$ cat config.mk
export PLATFORM = sky130hd
export DESIGN_NAME = drag_race_lane_controller_flat
export DESIGN_NICKNAME = d
export VERILOG_FILES = /design/src/rtl/drag_race_lane_controller_if.sv /design/src/rtl/drag_race_lane_controller.sv /design/src/flat_wrapper.sv
export SDC_FILE = /design/constraint.sdc
export NUM_CORES = 1
export LEC_CHECK = 0
export CELL_PAD_IN_SITES_DETAIL_PLACEMENT = 0
export CELL_PAD_IN_SITES_GLOBAL_PLACEMENT = 1
export CORE_MARGIN = 10
export CORE_UTILIZATION = 25
export CTS_CLUSTER_DIAMETER = 120
export DETAILED_ROUTE_END_ITERATION = 8
export PLACE_DENSITY = 0.58
export SLEW_MARGIN = 20
export SYNTH_ARGS = -nofsm -noshare
export SYNTH_HDL_FRONTEND = slang
export SYNTH_SLANG_ARGS = --single-unit
$ cat constraint.sdc
create_clock -name clk_i -period 5.25 [get_ports clk_i]
set_input_delay 0.7875 -clock clk_i [delete_from_list [all_inputs] [get_ports clk_i]]
set_output_delay 0.7875 -clock clk_i [all_outputs]
set_load 0.01 [all_outputs]
$ cat src/rtl/drag_race_lane_controller_if.sv
// Beam sensor inputs and tree/scoreboard lamp outputs of the two-lane race controller.
interface drag_race_lane_controller_if #(
   parameter int TW = 16
);
   logic [1:0]    psb;
   logic [1:0]    sb;
   logic [1:0]    fb;
   logic [1:0]    psl;
   logic [1:0]    sl;
   logic          a1;
   logic          a2;
   logic          a3;
   logic [1:0]    g;
   logic [1:0]    r;
   logic [TW-1:0] rt0;
   logic [TW-1:0] rt1;
   logic [TW-1:0] et0;
   logic [TW-1:0] et1;
   logic          done;
   logic [1:0]    winner;

   modport master (
      output psb, sb, fb,
      input  psl, sl, a1, a2, a3, g, r, rt0, rt1, et0, et1, done, winner
   );

   modport slave (
      input  psb, sb, fb,
      output psl, sl, a1, a2, a3, g, r, rt0, rt1, et0, et1, done, winner
   );
endinterface

$ cat src/rtl/drag_race_lane_controller.sv
// Two-lane drag-race tree: staging, shared amber countdown, per-lane foul/green, ms timing, winner.
// DRCC_PRO_TREE_EN selects the pro tree (single all-amber step) instead of the sportsman countdown.
module drag_race_lane_controller #(
   parameter int STAGE_CYCLES = 50_000_000,
   parameter int AMBER_CYCLES = 25_000_000,
   parameter int PRO_CYCLES   = 20_000_000,
   parameter int TICK_CYCLES  = 50_000,
   parameter int TIMEOUT_MS   = 20_000,
   parameter int TW           = 16
) (
   input  logic                      clk_i,
   input  logic                      rst_i,
   drag_race_lane_controller_if.slave lanes_io
);

   // One counter serves staging, amber steps and the ms tick prescaler, so size it for the longest.
   localparam int MAX_SA = (STAGE_CYCLES > AMBER_CYCLES) ? STAGE_CYCLES : AMBER_CYCLES;
   localparam int MAX_PT = (PRO_CYCLES > TICK_CYCLES) ? PRO_CYCLES : TICK_CYCLES;
   localparam int MAX_C  = (MAX_SA > MAX_PT) ? MAX_SA : MAX_PT;
   localparam int CW     = $clog2(MAX_C + 1);

   typedef enum logic [2:0] {
      IDLE, STAGE, AMB1, AMB2, AMB3,
`ifdef DRCC_PRO_TREE_EN
      AMBP,
`endif
      RACE, DONE
   } state_t;

   state_t        state_q;
   logic [CW-1:0] cnt_q;
   logic [TW-1:0] ms_q;
   logic [1:0]    foul_q, fin_q, rt_cap_q, sb_prev_q, fb_prev_q;
   logic          a1_q, a2_q, a3_q, done_q;
   logic [1:0]    g_q, r_q, winner_q;
   logic [TW-1:0] rt0_q, rt1_q, et0_q, et1_q;

   logic [1:0]    sb, fb, foul_d, fall, rise, rt_hit, fin_now, fin_d;
   logic          amber, tick, timeout;
   logic [CW-1:0] amber_last;
   state_t        amber_next;

   assign sb      = lanes_io.sb;
   assign fb      = lanes_io.fb;
   assign fall    = sb_prev_q & ~sb;
   assign rise    = ~fb_prev_q & fb;
   assign rt_hit  = fall & ~rt_cap_q;
   assign fin_now = rise & ~foul_q & ~fin_q;
   assign fin_d   = fin_q | fin_now;
   assign tick    = (cnt_q == CW'(TICK_CYCLES - 1));
   assign timeout = (ms_q >= TW'(TIMEOUT_MS));
   assign foul_d  = foul_q | (amber ? ~sb : 2'b00);

   always_comb begin
      amber      = 1'b0;
      amber_last = CW'(AMBER_CYCLES - 1);
      amber_next = RACE;
      case (state_q)
         AMB1: begin amber = 1'b1; amber_next = AMB2; end
         AMB2: begin amber = 1'b1; amber_next = AMB3; end
         AMB3: begin amber = 1'b1; amber_next = RACE; end
`ifdef DRCC_PRO_TREE_EN
         AMBP: begin amber = 1'b1; amber_last = CW'(PRO_CYCLES - 1); end
`endif
         default: ;
      endcase
   end

   always_ff @(posedge clk_i) begin
      if (rst_i) begin
         state_q   <= IDLE;
         cnt_q     <= '0;
         ms_q      <= '0;
         foul_q    <= '0;
         fin_q     <= '0;
         rt_cap_q  <= '0;
         sb_prev_q <= '0;
         fb_prev_q <= '0;
         a1_q      <= 1'b0;
         a2_q      <= 1'b0;
         a3_q      <= 1'b0;
         done_q    <= 1'b0;
         g_q       <= '0;
         r_q       <= '0;
         winner_q  <= '0;
         rt0_q     <= '0;
         rt1_q     <= '0;
         et0_q     <= '0;
         et1_q     <= '0;
      end else begin
         sb_prev_q <= sb;
         fb_prev_q <= fb;
         done_q    <= (state_q == DONE);
         if (amber) begin
            foul_q <= foul_d;
            r_q    <= foul_d;
            if (&foul_d) begin
               state_q <= DONE;
               {a1_q, a2_q, a3_q} <= 3'b000;
            end else if (cnt_q == amber_last) begin
               cnt_q   <= '0;
               state_q <= amber_next;
               {a1_q, a2_q, a3_q} <= {1'b0, amber_next == AMB2, amber_next == AMB3};
               if (amber_next == RACE) begin
                  g_q  <= ~foul_d;
                  ms_q <= '0;
               end
            end else begin
               cnt_q <= cnt_q + CW'(1);
            end
         end
         case (state_q)
            IDLE: if (sb == 2'b11) begin
               state_q <= STAGE;
               cnt_q   <= '0;
            end
            STAGE: begin
               if (sb != 2'b11) begin
                  state_q <= IDLE;
                  cnt_q   <= '0;
               end else if (cnt_q == CW'(STAGE_CYCLES - 1)) begin
                  cnt_q <= '0;
`ifdef DRCC_PRO_TREE_EN
                  state_q <= AMBP;
                  {a1_q, a2_q, a3_q} <= 3'b111;
`else
                  state_q <= AMB1;
                  a1_q    <= 1'b1;
`endif
               end else begin
                  cnt_q <= cnt_q + CW'(1);
               end
            end
            RACE: begin
               cnt_q <= tick ? '0 : cnt_q + CW'(1);
               if (tick && (ms_q != '1)) ms_q <= ms_q + TW'(1);
               if (rt_hit[0]) rt0_q <= ms_q;
               if (rt_hit[1]) rt1_q <= ms_q;
               if (fin_now[0]) et0_q <= ms_q;
               if (fin_now[1]) et1_q <= ms_q;
               rt_cap_q <= rt_cap_q | rt_hit;
               fin_q    <= fin_d;
               // Simultaneous first finishes encode naturally as 2'b11.
               if ((winner_q == 2'b00) && (fin_now != 2'b00)) winner_q <= fin_now;
               if ((fin_d | foul_q) == 2'b11) begin
                  state_q <= DONE;
               end else if (timeout) begin
                  state_q <= DONE;
                  if (!fin_d[0]) et0_q <= '1;
                  if (!fin_d[1]) et1_q <= '1;
                  if (!(rt_cap_q[0] | rt_hit[0])) rt0_q <= '1;
                  if (!(rt_cap_q[1] | rt_hit[1])) rt1_q <= '1;
               end
            end
            default: ;
         endcase
      end
   end

   assign lanes_io.psl    = lanes_io.psb;
   assign lanes_io.sl     = lanes_io.sb;
   assign lanes_io.a1     = a1_q;
   assign lanes_io.a2     = a2_q;
   assign lanes_io.a3     = a3_q;
   assign lanes_io.g      = g_q;
   assign lanes_io.r      = r_q;
   assign lanes_io.rt0    = rt0_q;
   assign lanes_io.rt1    = rt1_q;
   assign lanes_io.et0    = et0_q;
   assign lanes_io.et1    = et1_q;
   assign lanes_io.done   = done_q;
   assign lanes_io.winner = winner_q;

endmodule

$ cat src/flat_wrapper.sv
// flat-port wrapper written by rule: the top's interface ports become plain ports
module drag_race_lane_controller_flat 
#(
   parameter int STAGE_CYCLES = 50_000_000,
   parameter int AMBER_CYCLES = 25_000_000,
   parameter int PRO_CYCLES   = 20_000_000,
   parameter int TICK_CYCLES  = 50_000,
   parameter int TIMEOUT_MS   = 20_000,
   parameter int TW           = 16
)
  (clk_i, rst_i, lanes_io_psb, lanes_io_sb, lanes_io_fb, lanes_io_psl, lanes_io_sl, lanes_io_a1, lanes_io_a2, lanes_io_a3, lanes_io_g, lanes_io_r, lanes_io_rt0, lanes_io_rt1, lanes_io_et0, lanes_io_et1, lanes_io_done, lanes_io_winner);
  drag_race_lane_controller_if #(.TW(TW)) lanes_io_i ();
  input  logic clk_i;
  input  logic rst_i;
  input wire logic [$bits(lanes_io_i.psb)-1:0] lanes_io_psb;
  input wire logic [$bits(lanes_io_i.sb)-1:0] lanes_io_sb;
  input wire logic [$bits(lanes_io_i.fb)-1:0] lanes_io_fb;
  output wire logic [$bits(lanes_io_i.psl)-1:0] lanes_io_psl;
  output wire logic [$bits(lanes_io_i.sl)-1:0] lanes_io_sl;
  output wire logic [$bits(lanes_io_i.a1)-1:0] lanes_io_a1;
  output wire logic [$bits(lanes_io_i.a2)-1:0] lanes_io_a2;
  output wire logic [$bits(lanes_io_i.a3)-1:0] lanes_io_a3;
  output wire logic [$bits(lanes_io_i.g)-1:0] lanes_io_g;
  output wire logic [$bits(lanes_io_i.r)-1:0] lanes_io_r;
  output wire logic [$bits(lanes_io_i.rt0)-1:0] lanes_io_rt0;
  output wire logic [$bits(lanes_io_i.rt1)-1:0] lanes_io_rt1;
  output wire logic [$bits(lanes_io_i.et0)-1:0] lanes_io_et0;
  output wire logic [$bits(lanes_io_i.et1)-1:0] lanes_io_et1;
  output wire logic [$bits(lanes_io_i.done)-1:0] lanes_io_done;
  output wire logic [$bits(lanes_io_i.winner)-1:0] lanes_io_winner;
  assign lanes_io_i.psb = lanes_io_psb;
  assign lanes_io_i.sb = lanes_io_sb;
  assign lanes_io_i.fb = lanes_io_fb;
  assign lanes_io_psl = lanes_io_i.psl;
  assign lanes_io_sl = lanes_io_i.sl;
  assign lanes_io_a1 = lanes_io_i.a1;
  assign lanes_io_a2 = lanes_io_i.a2;
  assign lanes_io_a3 = lanes_io_i.a3;
  assign lanes_io_g = lanes_io_i.g;
  assign lanes_io_r = lanes_io_i.r;
  assign lanes_io_rt0 = lanes_io_i.rt0;
  assign lanes_io_rt1 = lanes_io_i.rt1;
  assign lanes_io_et0 = lanes_io_i.et0;
  assign lanes_io_et1 = lanes_io_i.et1;
  assign lanes_io_done = lanes_io_i.done;
  assign lanes_io_winner = lanes_io_i.winner;
  drag_race_lane_controller #(.STAGE_CYCLES(STAGE_CYCLES), .AMBER_CYCLES(AMBER_CYCLES), .PRO_CYCLES(PRO_CYCLES), .TICK_CYCLES(TICK_CYCLES), .TIMEOUT_MS(TIMEOUT_MS), .TW(TW)) u_core (.clk_i(clk_i), .rst_i(rst_i), .lanes_io(lanes_io_i));
endmodule
### After elaboration in Yosys (flattened, before gate mapping)

Index checks and enable logic that the tools add are counted.

* flip-flop bits (word level): 127
* input bits: 8
* output and inout port bits: 78
* logic and storage cells: 118

* add/subtract/negate cells: 2
* $lt $le $gt $ge: 1
* equal/unequal tests: 16
* multiplexer cells: 52
* bitwise logic cells: 18
* reduce and logical (&&, ||, !) cells: 11

Operators by type and width (count)
* $mux W16: 22
* $mux W26: 7
* $pmux W26 S3: 1
* $add A26 B1 Y26 const B: 1
* $eq A26 B16 Y1 const B: 1
* $eq A26 B25 Y1 const B: 1
* $eq A26 B26 Y1 const B: 1
* $mux W3: 8
* $add A16 B1 Y16 const B: 1
* $ge A16 B15 Y1 const B: 1
* $ne A16 B16 Y1 const B: 1
* $eq A3 B3 Y1 const B: 5
* $not A2 Y2: 6
* $mux W1: 11
* $and A2 B2 Y2: 5
* $eq A3 B2 Y1 const B: 3
* $pmux W3 S3: 1
* $or A2 B2 Y2: 4
* $pmux W3 S2: 1
* $reduce_and A2 Y1: 3
* $eq A2 B2 Y1 const B: 2
* $reduce_and A4 Y1: 1
* $reduce_bool A2 Y1: 2
* $eq A3 B1 Y1 const B: 1
* other kinds (8): 10

### Longest topological paths before layout

* depth in word-level cells: 11
* depth in mapped cells: 9
* mapped depth without buffers: 7

### Worst setup path before layout

Ideal clock, no wire load.

* path kind: input -> register
* start point: input lanes_io_sb[1]
* end point: register u_core.ms_q[11]
* setup time: 0.137 ns
* arrival time: 2.042 ns
* required time: 5.113 ns
* setup slack: 3.071 ns
* stages: 7
* path buffers: 1
* path through: nor2b_1 > nor2_1 > or4_1 > clkbuf_1 > a21boi_2 > a21oi_1 > a211oi_1

* longest elaborated chain between the ends: 8

Ends and longest elaborated chain
* start, declared: line flat_wrapper.sv:16 `input wire logic [$bits(lanes_io_i.sb)-1:0] lanes_io_sb;`
* $not A2 Y2 *: line drag_race_lane_controller.sv:52 `assign foul_d = foul_q | (amber ? ~sb : 2'b00);`
* $mux W2 *: line drag_race_lane_controller.sv:52
* $or A2 B2 Y2 *: line drag_race_lane_controller.sv:52
* $reduce_and A2 Y1 *: line drag_race_lane_controller.sv:97 `if (&foul_d) begin`
* $mux W16 *: line drag_race_lane_controller.sv:97
* $mux W16 *: line drag_race_lane_controller.sv:94 `if (amber) begin`
* $mux W16: line drag_race_lane_controller.sv:136 `if (tick && (ms_q != '1)) ms_q <= ms_q + TW'(1);`
* $mux W16 *: line drag_race_lane_controller.sv:112 `case (state_q)`
* end signal, assigned: line drag_race_lane_controller.sv:136
* end, declared: line drag_race_lane_controller.sv:32 `logic [TW-1:0] ms_q;`

Mark *: on every way between the ends. The rest lies on a longest branch, timed or not.
A chain may end at the register's enable or synchronous reset.

### Worst setup path after layout

* start point: register u_core.cnt_q[0]
* end point: register u_core.cnt_q[3]

* longest elaborated chain between the ends: 6
* elaborated cells on any way between the ends: 12
* classes of those cells: add/sub: 1; eq/ne: 3; mux: 8

Ends and longest elaborated chain
* start, declared: line drag_race_lane_controller.sv:31 `logic [CW-1:0] cnt_q;`
* start signal, assigned: line drag_race_lane_controller.sv:109 `cnt_q <= cnt_q + CW'(1);`
* start signal, assigned: line drag_race_lane_controller.sv:131 `cnt_q <= cnt_q + CW'(1);`
* start signal, assigned: line drag_race_lane_controller.sv:135 `cnt_q <= tick ? '0 : cnt_q + CW'(1);`
* $add A26 B1 Y26 / $eq A26 B25 Y1 (equally long branches)
* $mux W26: line drag_race_lane_controller.sv:100 `end else if (cnt_q == amber_last) begin`
* $mux W26: line drag_race_lane_controller.sv:97
* $mux W26: line drag_race_lane_controller.sv:94
* $mux W26: line drag_race_lane_controller.sv:113 `IDLE: if (sb == 2'b11) begin`
* $pmux W26 S3 *: line drag_race_lane_controller.sv:112

Marks and branches as above.

==> impl_metrics.csv <==
group,metric,value,unit
status,outcome,"completed",
pwr,power.density,302,nW/um^2
final_layout,layout_commonest_cell,"nand2_1",
drt,route.detailed.drc,0,
final_layout,fill_cells,2493,
job,cap_violations,0,
global_routing,grt_max_degree,104,
global_routing,overflow,0,
floorplanning,initial_core_util,25.3,%
timing,final.setup.tns,0,ns
cts,cts_inserted_buffers,17,
worst_setup_path,cp.required,5.57,ns
worst_setup_path,crit_path_start_kind,"flip-flop",
cts,postCtsHoldBufs,0,
yosys,ys_ff_latch,127,
timing,rsz0062_at_grt,"no",
timing,drv_slew,0,
cts,clock_sinks,127,
timing,period_minus_slack,2.80,ns
final_layout,finalInstanceArea,7450,um^2
yosys,muxShareOfSynthArea,0.890,%
drt,dr.pass1.iters,5,
worst_setup_path,criticalPathCategory,"flip-flop to flip-flop",
yosys,netlist_area,5900,um^2
final_layout,fin_nets,790,
timing,finalCritPeriodShare,53.4,%
drt,drt_iter0_markers,423,
floorplanning,io_pins,86,
yosys,synthXorXnorAreaFrac,0.297,%
cts,cts.clk_slew.worst_paths,0.06,ns
global_routing,grt_usage,12.9,%
yosys,synth_compound_area_share,18.2,%
floorplanning,die_h,174,um
pwr,vdd_ir_drop_max,0.168,mV
cts,htreeDepth,4,
timing,setup_violations,0,
floorplanning,core_area,23300,um^2
timing,clock_skew,0.00786,ns
timing,slew_headroom,29.3,%
worst_setup_path,reg2reg_depth,7,
worst_hold_path,hold-path-cell-count,2,
global_routing,antenna_found_initial,0,
timing,tightest_slew,1.06,ns
worst_setup_path,cp-end-kind,"flip-flop",
global_routing,grt_pass1_vias,5233,
place,place_congestion,0.764,
final_layout,area_growth,26.3,%
final_layout,final_cell_mix,"nand2_1 (165), dfxtp_1 (127), clkdlybuf4s50_1 (80)",
drt,vias_per_cell,4.89,
cts,clockRootBuffer,"clkbuf_16",
final_layout,multiInputGateArea,3010,um^2
yosys,async_reset_ff_share,0,%
yosys,synth_ff_type,"dfxtp_1",
final_layout,num_antenna_cells,0,
place,dp_slack,1.92,ns
yosys,synth_area_per_cell,7.96,um^2
worst_hold_path,hold_class,"flip-flop to flip-flop",
floorplanning,die-width,174,um
pwr,p_leak,0.00241,uW
drt,wl,19300,um
yosys,synth_edf_count,0,
yosys,syn-instance-count,741,
cts,cts_setup_buffers,0,
timing,setup_ws,2.45,ns
floorplanning,rows,56,
final_layout,drive_above_1_share,7.45,%
yosys,yosys.area_share.adder,0.636,%
drt,drtAntennaViolNets,0,
timing,fmax,357,MHz
timing,finalHoldViolCount,0,
yosys,synth_cell_types,66,
yosys,syn-num-nets,752,
drt,vias,5431,
worst_setup_path,critPathMaxFanout,23,
cts,ctsResizeCount,0,
yosys,synth_top_family_by_area,"simple AND/OR/NAND/NOR gates",
floorplanning,dieArea,30200,um^2
cts,clk_path_buf_depth,2,
yosys,yosysWarnings,0,
place,port_buffers,81,
place,dp_hpwl,13000,um
cts,clk-insertion-delay-late,0.42,ns
global_routing,grt_pass1_wl,31200,um
timing,whs,0.474,ns
place,detailed_place.area,6840,um^2
cts,cts_tree,"done",
yosys,synthSimpleGateAreaFrac,30.9,%
yosys,ys_seq_area_share,43.1,%
drt,post_drt_wl_per_cell,17.3,um
worst_setup_path,cp.arrival,3.12,ns
final_layout,final-seq-area,2540,um^2
-- flip-flops by register name, indices dropped and copies added, names as in the netlist, 3 cells and up --
signal               flops
u_core.cnt_q            26
u_core.lanes_io.et0     16
u_core.lanes_io.et1     16
u_core.lanes_io.rt0     16
u_core.lanes_io.rt1     16
u_core.ms_q             16
u_core.state_q           3
-- stage by stage --
| stage | cells | total power (uW) | utilization (%) |
|---|---|---|---|
| finish | 1111 | 2250 | 31.9 |
| global route | 1111 | 2330 | 31.9 |
| CTS | 1111 | 2280 | 31.9 |
| detailed placement | 1079 | 1050 | 29.3 |
| global placement | 1079 | 1050 | 29.3 |
| floorplan | 741 | 1030 | - |
-- kinds of logic (layout without fill, tap and decap cells) --
family | Yosys count | after routing
compound gates | 162 | 162
mux | 5 | 5
xor+xnor | 2 | 2
flops | 127 | 127
buf+inv | 82 | 133
fa+ha+maj | 3 | 3
simple gates | 360 | 360
-- Yosys cell counts (8+ instances only) --
master / count / share of area, %
nand2_1: 165 / 10
or3_1: 10 / 1.1
inv_1: 18 / 1.1
nor2_1: 40 / 2.5
nor4_1: 9 / 0.95
o31ai_1: 9 / 1.1
a31oi_1: 71 / 7.5
or4_1: 8 / 1.0
nor2b_1: 12 / 1.3
o21ai_0: 14 / 1.2
nor3_1: 10 / 0.85
and4_1: 8 / 1.2
clkbuf_1: 43 / 2.7
nand4_1: 11 / 1.2
and3_1: 16 / 1.7
a21oi_1: 24 / 2.0
buf_2: 12 / 1.0
nand3_1: 34 / 2.9
dfxtp_1: 127 / 43
buf_4: 8 / 1.0
-- metal layers --
metal | part of all wire [%] | global-route usage, %
met5 | 0 | 0
met4 | 1.5 | 4.17
met3 | 4.2 | 3.01
met2 | 45 | 19.6
met1 | 50 | 17.5
-- path summary, 6_finish.rpt --
path | start | endpoint | slack (ns)
max | u_core.cnt_q[0]$_SDFF_PP0_ | u_core.cnt_q[3]$_SDFF_PP0_ | 2.45
min | u_core.lanes_io.rt0[0]$_SDFFE_PP0P_ | u_core.lanes_io.rt0[0]$_SDFFE_PP0P_ | 0.47
max reg2reg | u_core.cnt_q[0]$_SDFF_PP0_ | u_core.cnt_q[3]$_SDFF_PP0_ | 2.45
min reg2reg | u_core.lanes_io.rt0[0]$_SDFFE_PP0P_ | u_core.lanes_io.rt0[0]$_SDFFE_PP0P_ | 0.47
-- area by class of cell --
class	instances	share of cell area [%]
clock inverters	13	2.18
well taps	319	5.35
multi-input cells	532	40.4
repair buffers	83	11.1
clock buffers	19	5.94
inverters	18	0.906
flip-flops and latches	127	34.1
-- worst max-delay path: stages (launching register included) --
cell,delay (ns)
dfxtp_1,0.42
ha_1,0.25
and3_1,0.31
nand3_1,0.22
o31ai_2,0.31
o211a_1,0.73
nor2_2,0.20
a22o_1,0.25
-- power breakdown --
group          internal, uW  switching, uW
Sequential              966           2.64
Clock                   759            463
Combinational          18.5           42.9
Total                  1740            508
(Power assumes the default switching activity.)
